$ cat src/rtl/tag_release_rob_pkg.sv
// Shared rename definitions.
// Contents:
//   TAG_W       - physical tag width. It is shared with the free list:
//                 clog2(128)+1.
//   tag_t       - physical tag type.
//   rob_entry_t - one retirement-tracker entry. It holds the valid,
//                 done and has_old flags and the superseded tag.
package tag_release_rob_pkg;

  localparam int unsigned TAG_W = 8;

  typedef logic [TAG_W-1:0] tag_t;

  typedef struct packed {
    logic valid;
    logic done;
    logic has_old;
    tag_t old_tag;
  } rob_entry_t;

endpackage

$ cat src/rtl/tag_release_rob.sv
// In-order retirement tracker for the rename back end.
// It records, in program order, the physical tag that each newly allocated
// instruction supersedes. Instructions complete out of order. The oldest
// finished entry retires at a rate of at most one per cycle. A retiring
// entry returns its old tag to the free list.
//
// Ports:
//   clk, reset           - clock; synchronous, active-high reset
//   alloc_valid_0/1      - allocate one or two entries (slot 1 is younger)
//   alloc_has_old_0/1    - the slot supersedes a real tag
//   alloc_old_tag_0/1    - the tag to free when the slot retires
//   alloc_ready          - at least two entries are free
//   alloc_idx_0/1        - entry indices given to slot 0 and slot 1
//   complete_valid/_idx  - marks an in-flight entry as finished
//   release_valid/_tag   - free-list write port (write_tag/write_tag_source)
//   occupancy            - number of valid entries, 0..DEPTH
module tag_release_rob #(
  parameter int unsigned DEPTH = 32,
  parameter int unsigned TAG_W = tag_release_rob_pkg::TAG_W,
  localparam int unsigned IDX_W = $clog2(DEPTH)
) (
  input  logic             clk,
  input  logic             reset,
  input  logic             alloc_valid_0,
  input  logic             alloc_valid_1,
  input  logic             alloc_has_old_0,
  input  logic             alloc_has_old_1,
  input  logic [TAG_W-1:0] alloc_old_tag_0,
  input  logic [TAG_W-1:0] alloc_old_tag_1,
  output logic             alloc_ready,
  output logic [IDX_W-1:0] alloc_idx_0,
  output logic [IDX_W-1:0] alloc_idx_1,
  input  logic             complete_valid,
  input  logic [IDX_W-1:0] complete_idx,
  output logic             release_valid,
  output logic [TAG_W-1:0] release_tag,
  output logic [IDX_W:0]   occupancy
);

  import tag_release_rob_pkg::*;

  localparam int unsigned CNT_W = IDX_W + 1;
  localparam logic [CNT_W-1:0] READY_MAX = CNT_W'(DEPTH - 2);

  rob_entry_t       entries_q [DEPTH];
  rob_entry_t       entries_d [DEPTH];
  rob_entry_t       head_entry;
  logic [IDX_W-1:0] head_q, head_d;
  logic [IDX_W-1:0] tail_q, tail_d;
  logic [IDX_W-1:0] tail_p1;
  logic [CNT_W-1:0] count_q, count_d;
  logic             release_valid_q, release_valid_d;
  logic [TAG_W-1:0] release_tag_q, release_tag_d;
  logic             do_alloc0, do_alloc1, do_retire, do_complete;

  // DEPTH is a power of two, so the index arithmetic wraps by itself.
  assign tail_p1     = tail_q + IDX_W'(1);
  // This depends only on count_q. A retirement in the same cycle does not
  // open a slot for allocation.
  assign alloc_ready = (count_q <= READY_MAX);
  assign do_alloc0   = alloc_valid_0 && alloc_ready;
  assign do_alloc1   = do_alloc0 && alloc_valid_1;
  assign head_entry  = entries_q[head_q];
  assign do_retire   = head_entry.valid && head_entry.done;
  assign do_complete = complete_valid && entries_q[complete_idx].valid &&
                       !entries_q[complete_idx].done;

  assign alloc_idx_0   = tail_q;
  assign alloc_idx_1   = tail_p1;
  assign occupancy     = count_q;
  assign release_valid = release_valid_q;
  assign release_tag   = release_tag_q;

  always_comb begin
    entries_d = entries_q;
    if (do_complete) begin
      entries_d[complete_idx].done = 1'b1;
    end
    if (do_retire) begin
      entries_d[head_q].valid = 1'b0;
      entries_d[head_q].done  = 1'b0;
    end
    // When the tracker is full, head equals tail, but alloc_ready is low
    // then. Retire and allocate therefore never target the same entry.
    if (do_alloc0) begin
      entries_d[tail_q] = '{valid: 1'b1, done: 1'b0,
                            has_old: alloc_has_old_0, old_tag: alloc_old_tag_0};
    end
    if (do_alloc1) begin
      entries_d[tail_p1] = '{valid: 1'b1, done: 1'b0,
                             has_old: alloc_has_old_1, old_tag: alloc_old_tag_1};
    end

    head_d = do_retire ? (head_q + IDX_W'(1)) : head_q;
    if (do_alloc1) begin
      tail_d = tail_q + IDX_W'(2);
    end else if (do_alloc0) begin
      tail_d = tail_p1;
    end else begin
      tail_d = tail_q;
    end
    count_d = count_q + CNT_W'(do_alloc0) + CNT_W'(do_alloc1) - CNT_W'(do_retire);

    release_valid_d = do_retire && head_entry.has_old;
    release_tag_d   = do_retire ? head_entry.old_tag : release_tag_q;
  end

  always_ff @(posedge clk) begin
    if (reset) begin
      for (int unsigned i = 0; i < DEPTH; i++) begin
        entries_q[i] <= '0;
      end
      head_q          <= '0;
      tail_q          <= '0;
      count_q         <= '0;
      release_valid_q <= 1'b0;
      release_tag_q   <= '0;
    end else begin
      entries_q       <= entries_d;
      head_q          <= head_d;
      tail_q          <= tail_d;
      count_q         <= count_d;
      release_valid_q <= release_valid_d;
      release_tag_q   <= release_tag_d;
    end
  end

  // Protocol checks. An illegal request is dropped by the logic above.
  always_ff @(posedge clk) begin
    if (!reset) begin
      a_alloc_when_ready: assert (!alloc_valid_0 || alloc_ready);
      a_slot1_needs_slot0: assert (!alloc_valid_1 || alloc_valid_0);
      // This check also catches completion in the allocation cycle,
      // because the target entry is still invalid then.
      a_complete_target: assert (!complete_valid ||
                                 (entries_q[complete_idx].valid &&
                                  !entries_q[complete_idx].done));
    end
  end

endmodule

$ cat config.mk
export PLATFORM = sky130hd
export DESIGN_NAME = tag_release_rob
export DESIGN_NICKNAME = d
export VERILOG_FILES = /design/src/rtl/tag_release_rob_pkg.sv /design/src/rtl/tag_release_rob.sv
export SDC_FILE = /design/constraint.sdc
export NUM_CORES = 1
export LEC_CHECK = 0
export ABC_AREA = 1
export ABC_CLOCK_PERIOD_IN_PS = 4600
export BUFFER_PORTS_ARGS = -buffer_cell sky130_fd_sc_hd__buf_2
export CAP_MARGIN = 10
export CORE_ASPECT_RATIO = 1.4
export CORE_MARGIN = 10
export CORE_UTILIZATION = 45
export DETAILED_ROUTE_END_ITERATION = 8
export MAX_ROUTING_LAYER = met4
export PLACE_DENSITY = 0.59
export SLEW_MARGIN = 10
export SYNTH_ARGS = -nofsm -noshare
export SYNTH_HDL_FRONTEND = slang
export SYNTH_SLANG_ARGS = --single-unit
$ cat constraint.sdc
create_clock -name clk -period 4.6 [get_ports clk]
set_input_delay 0.92 -clock clk [delete_from_list [all_inputs] [get_ports clk]]
set_output_delay 0.92 -clock clk [all_outputs]
set_load 0.05 [all_outputs]
==> reports/metrics.cfg <==
[run_status]
status=completed

[sta]
setup_tns_ns=0
finalSetupViolCount=0
tightest_slew_ns=1.12
maxSlewViolCount=0
hold_ws_ns=0.470
finalHoldViolCount=0
layout_min_cycle_time_ns=3.79
finClkSkew_ns=0.0177
max_freq_mhz=264
slew_headroom_pct=25.6
rsz0062_at_grt=no
fin_crit_sh_pct=82.5

[clock_tree]
cts_resized=0
cts_max_path_buffers=3
hold_buffers=0
cts_buffers=42
clock-sinks=377
post-cts-setup-buffers=0
cts_tree=done
clk_latency_ns=0.58
cts_max_level=2
path_clk_slew_ns=0.06
cts_root_buffer=clkbuf_16

[global_route]
grt_pass1_wl_mm=147
grt_max_degree=117
track_usage_pct=32.1
grt_pass1_vias=23700
gr-total-overflow=0
antenna_found_initial=2

[min_path]
hold_path.class=reg2reg

[route]
antenna_left=0
drc=0
first_pass_iters=6
routed_wl_mm=98.2
viasPerCell=6.24
vias=25800
dr.first_iter.drc_count=3203
wl_per_cell_um=23.7

[worst_setup_path]
start_kind=register
r2r-start=head_q[2]
crit_type=reg2reg
ff2ff_path_depth=24
cp.required_ns=5.11
critical_path_peak_fanout=14
crit_path_end_kind=register
crit_start=head_q[2]
crit_end=occupancy[4]
r2r-end=occupancy[4]
worst-r2r-setup-slack_ns=0.81
critical_path_arrival_ns=4.31

[synth]
netlist_instances=3583
ys_types=38
synth-seq-cells=377
yosys_warnings=0
syn_area_mm2=0.0224
ys_seq_area_share_pct=33.8
syn-num-nets=3631
syn_area_per_cell_um2=6.24

[flow_run]
maxCapViolCount=0

[floorplanning]
fp.dieArea_mm2=0.0591
die_y_um=284
die_x_um=208
start_util_pct=45.5
core-area_mm2=0.0491
num_rows=96
ios=54

[power]
irDropWorstVdd_mv=0.328
p_leak_nw=9.84
p_per_area_mw_per_mm2=346

[placement]
hpwl_mm=65.2
port_buffers=53
gp_congestion=0.997

[final_layout]
nNetsFinal=3523
synthToLayoutAreaGrowth_pct=9.11
diodes=0
drive_above_1_share_pct=8.07

==> cells in the mapped netlist <==
library cell / instances / area (um2)
nor2_8: 1 / 20.0
a21oi_1: 583 / 2920
o211ai_1: 3 / 22.5
nand3_1: 132 / 661
ha_1: 19 / 238
o21ai_1: 3 / 15.0
nor3_4: 2 / 32.5
nor2_1: 360 / 1350
buf_2: 89 / 445
a22oi_1: 1 / 7.51
nand2_2: 9 / 56.3
a32oi_1: 2 / 17.5
nor3_1: 47 / 235
nor2_4: 2 / 22.5
buf_4: 18 / 135
nand3b_1: 4 / 30.0
clkbuf_1: 209 / 785
fa_1: 1 / 20.0
nand2_1: 640 / 2400
inv_1: 194 / 728
buf_1: 12 / 45.0
nor2_2: 6 / 37.5
o221ai_1: 3 / 26.3
nand4_1: 48 / 300
a32o_1: 3 / 30.0
a21boi_0: 5 / 37.5
nor4_1: 3 / 18.8
nor3_2: 1 / 10.0
o22ai_1: 64 / 400
a22o_1: 1 / 8.76
o21ai_0: 718 / 3590
xor2_1: 4 / 35.0
a211oi_1: 1 / 7.51
buf_6: 2 / 22.5
a31oi_1: 7 / 43.8
inv_2: 8 / 30.0
xor2_2: 1 / 16.3
dfxtp_1: 377 / 7550
==> cell families after synthesis <==
kind of cell               after synthesis  share of synthesized area [%]
and+or+nand+nor                       1255                           23.2
adders and majority gates               20                           1.15
buffers and inverters                  532                           9.80
AOI/OAI and AO/OA                     1394                           31.9
xor gates and xnor gates                 5                          0.230
DFF                                    377                           33.8
==> power breakdown <==
part           internal [mW]  switching (mW)  total (mW)
Sequential              3.37          0.0796        3.44
Clock                   2.04            1.47        3.52
Combinational          0.351            1.12        1.47
Total                   5.76            2.68        8.44
==> worst max-delay path, cell delays in order, from the launching register on <==
cell	delay, ns
dfxtp_1	0.60
nand3_1	0.24
inv_1	0.50
nand2_1	0.14
nand2_1	0.08
nor2_1	0.05
nand2_2	0.06
nand2_1	0.07
inv_1	0.18
ha_1	0.28
inv_1	0.06
nand2_1	0.06
nand2_1	0.08
inv_1	0.04
ha_1	0.16
inv_1	0.05
nand2_1	0.10
fa_1	0.41
nand2_1	0.07
inv_1	0.05
nor2_1	0.08
nor2_1	0.05
nor2_1	0.11
o21ai_0	0.08
a21oi_1	0.14
==> state kept, by name, indices dropped and copies added, names as in the netlist <==
| register | count |
|---|---|
| alloc_idx_0 | 5 |
| entries_q | 352 |
| head_q | 5 |
| occupancy | 6 |
| release_tag | 8 |
| release_valid | 1 |
==> placed cells by master (no fill, tap or decap), types with 4 or more instances in the layout <==
cell type,netlist,layout
clkbuf_1,209,10
nand2_2,9,15
nand3b_1,4,4
o22ai_1,64,64
inv_1,194,191
clkbuf_16,0,45
nand2_1,640,634
clkbuf_8,0,13
a21oi_1,583,583
nand4_1,48,48
dfxtp_1,377,375
a21boi_0,5,5
xor2_1,4,4
inv_2,8,9
o21ai_0,718,718
a31oi_1,7,7
nor2_2,6,6
ha_1,19,19
nand3_1,132,132
buf_4,18,122
buf_2,89,53
nor3_1,47,47
clkinv_2,0,4
nor2_1,360,360
==> per-stage QoR <==
step / area, um2 / worst slack, ns / utilization [%] / cells / total power, mW
floorplan: 22400 / 0.609 / - / 3583 / 4.43
global placement: 23000 / 0.819 / 46.8 / 4068 / 4.94
global route: 24400 / 0.452 / 49.6 / 4142 / 8.69
CTS: 24400 / 0.825 / 49.6 / 4142 / 8.43
finish: 24400 / 0.807 / 49.6 / 4142 / 8.44
detailed placement: 23000 / 0.842 / 46.8 / 4068 / 4.95
==> layer usage <==
metal	GRT usage [%]	vias to the layer above	part of all wire, %
met5	-	-	0
met4	15.4	0	5.2
met3	4.39	286	8.8
met2	50.8	1432	47
met1	39.6	12200	39
li1	-	11900	-
==> how the worst min path moves through the flow <==
stage          cells past startpoint             end      startpoint
6_report                           2  entries_q[233]  entries_q[233]
3_5_place_dp                       2  entries_q[214]  entries_q[214]
2_1_floorplan                      2   entries_q[11]   entries_q[11]
4_1_cts                            2   entries_q[35]   entries_q[35]
5_1_grt                            2  entries_q[278]  entries_q[278]
3_3_place_gp                       2  entries_q[204]  entries_q[204]
==> final cells by class <==
cell class / count / area [um2]
clock buffer: 68 / 1340
clock inverter: 6 / 57.6
fill: 5149 / 24700
inverter: 202 / 768
multi-input combinational: 2674 / 12600
sequential: 377 / 7550
tap: 637 / 797
timing repair buffer: 178 / 1240
Note: power is estimated with default switching activity, not from simulation.
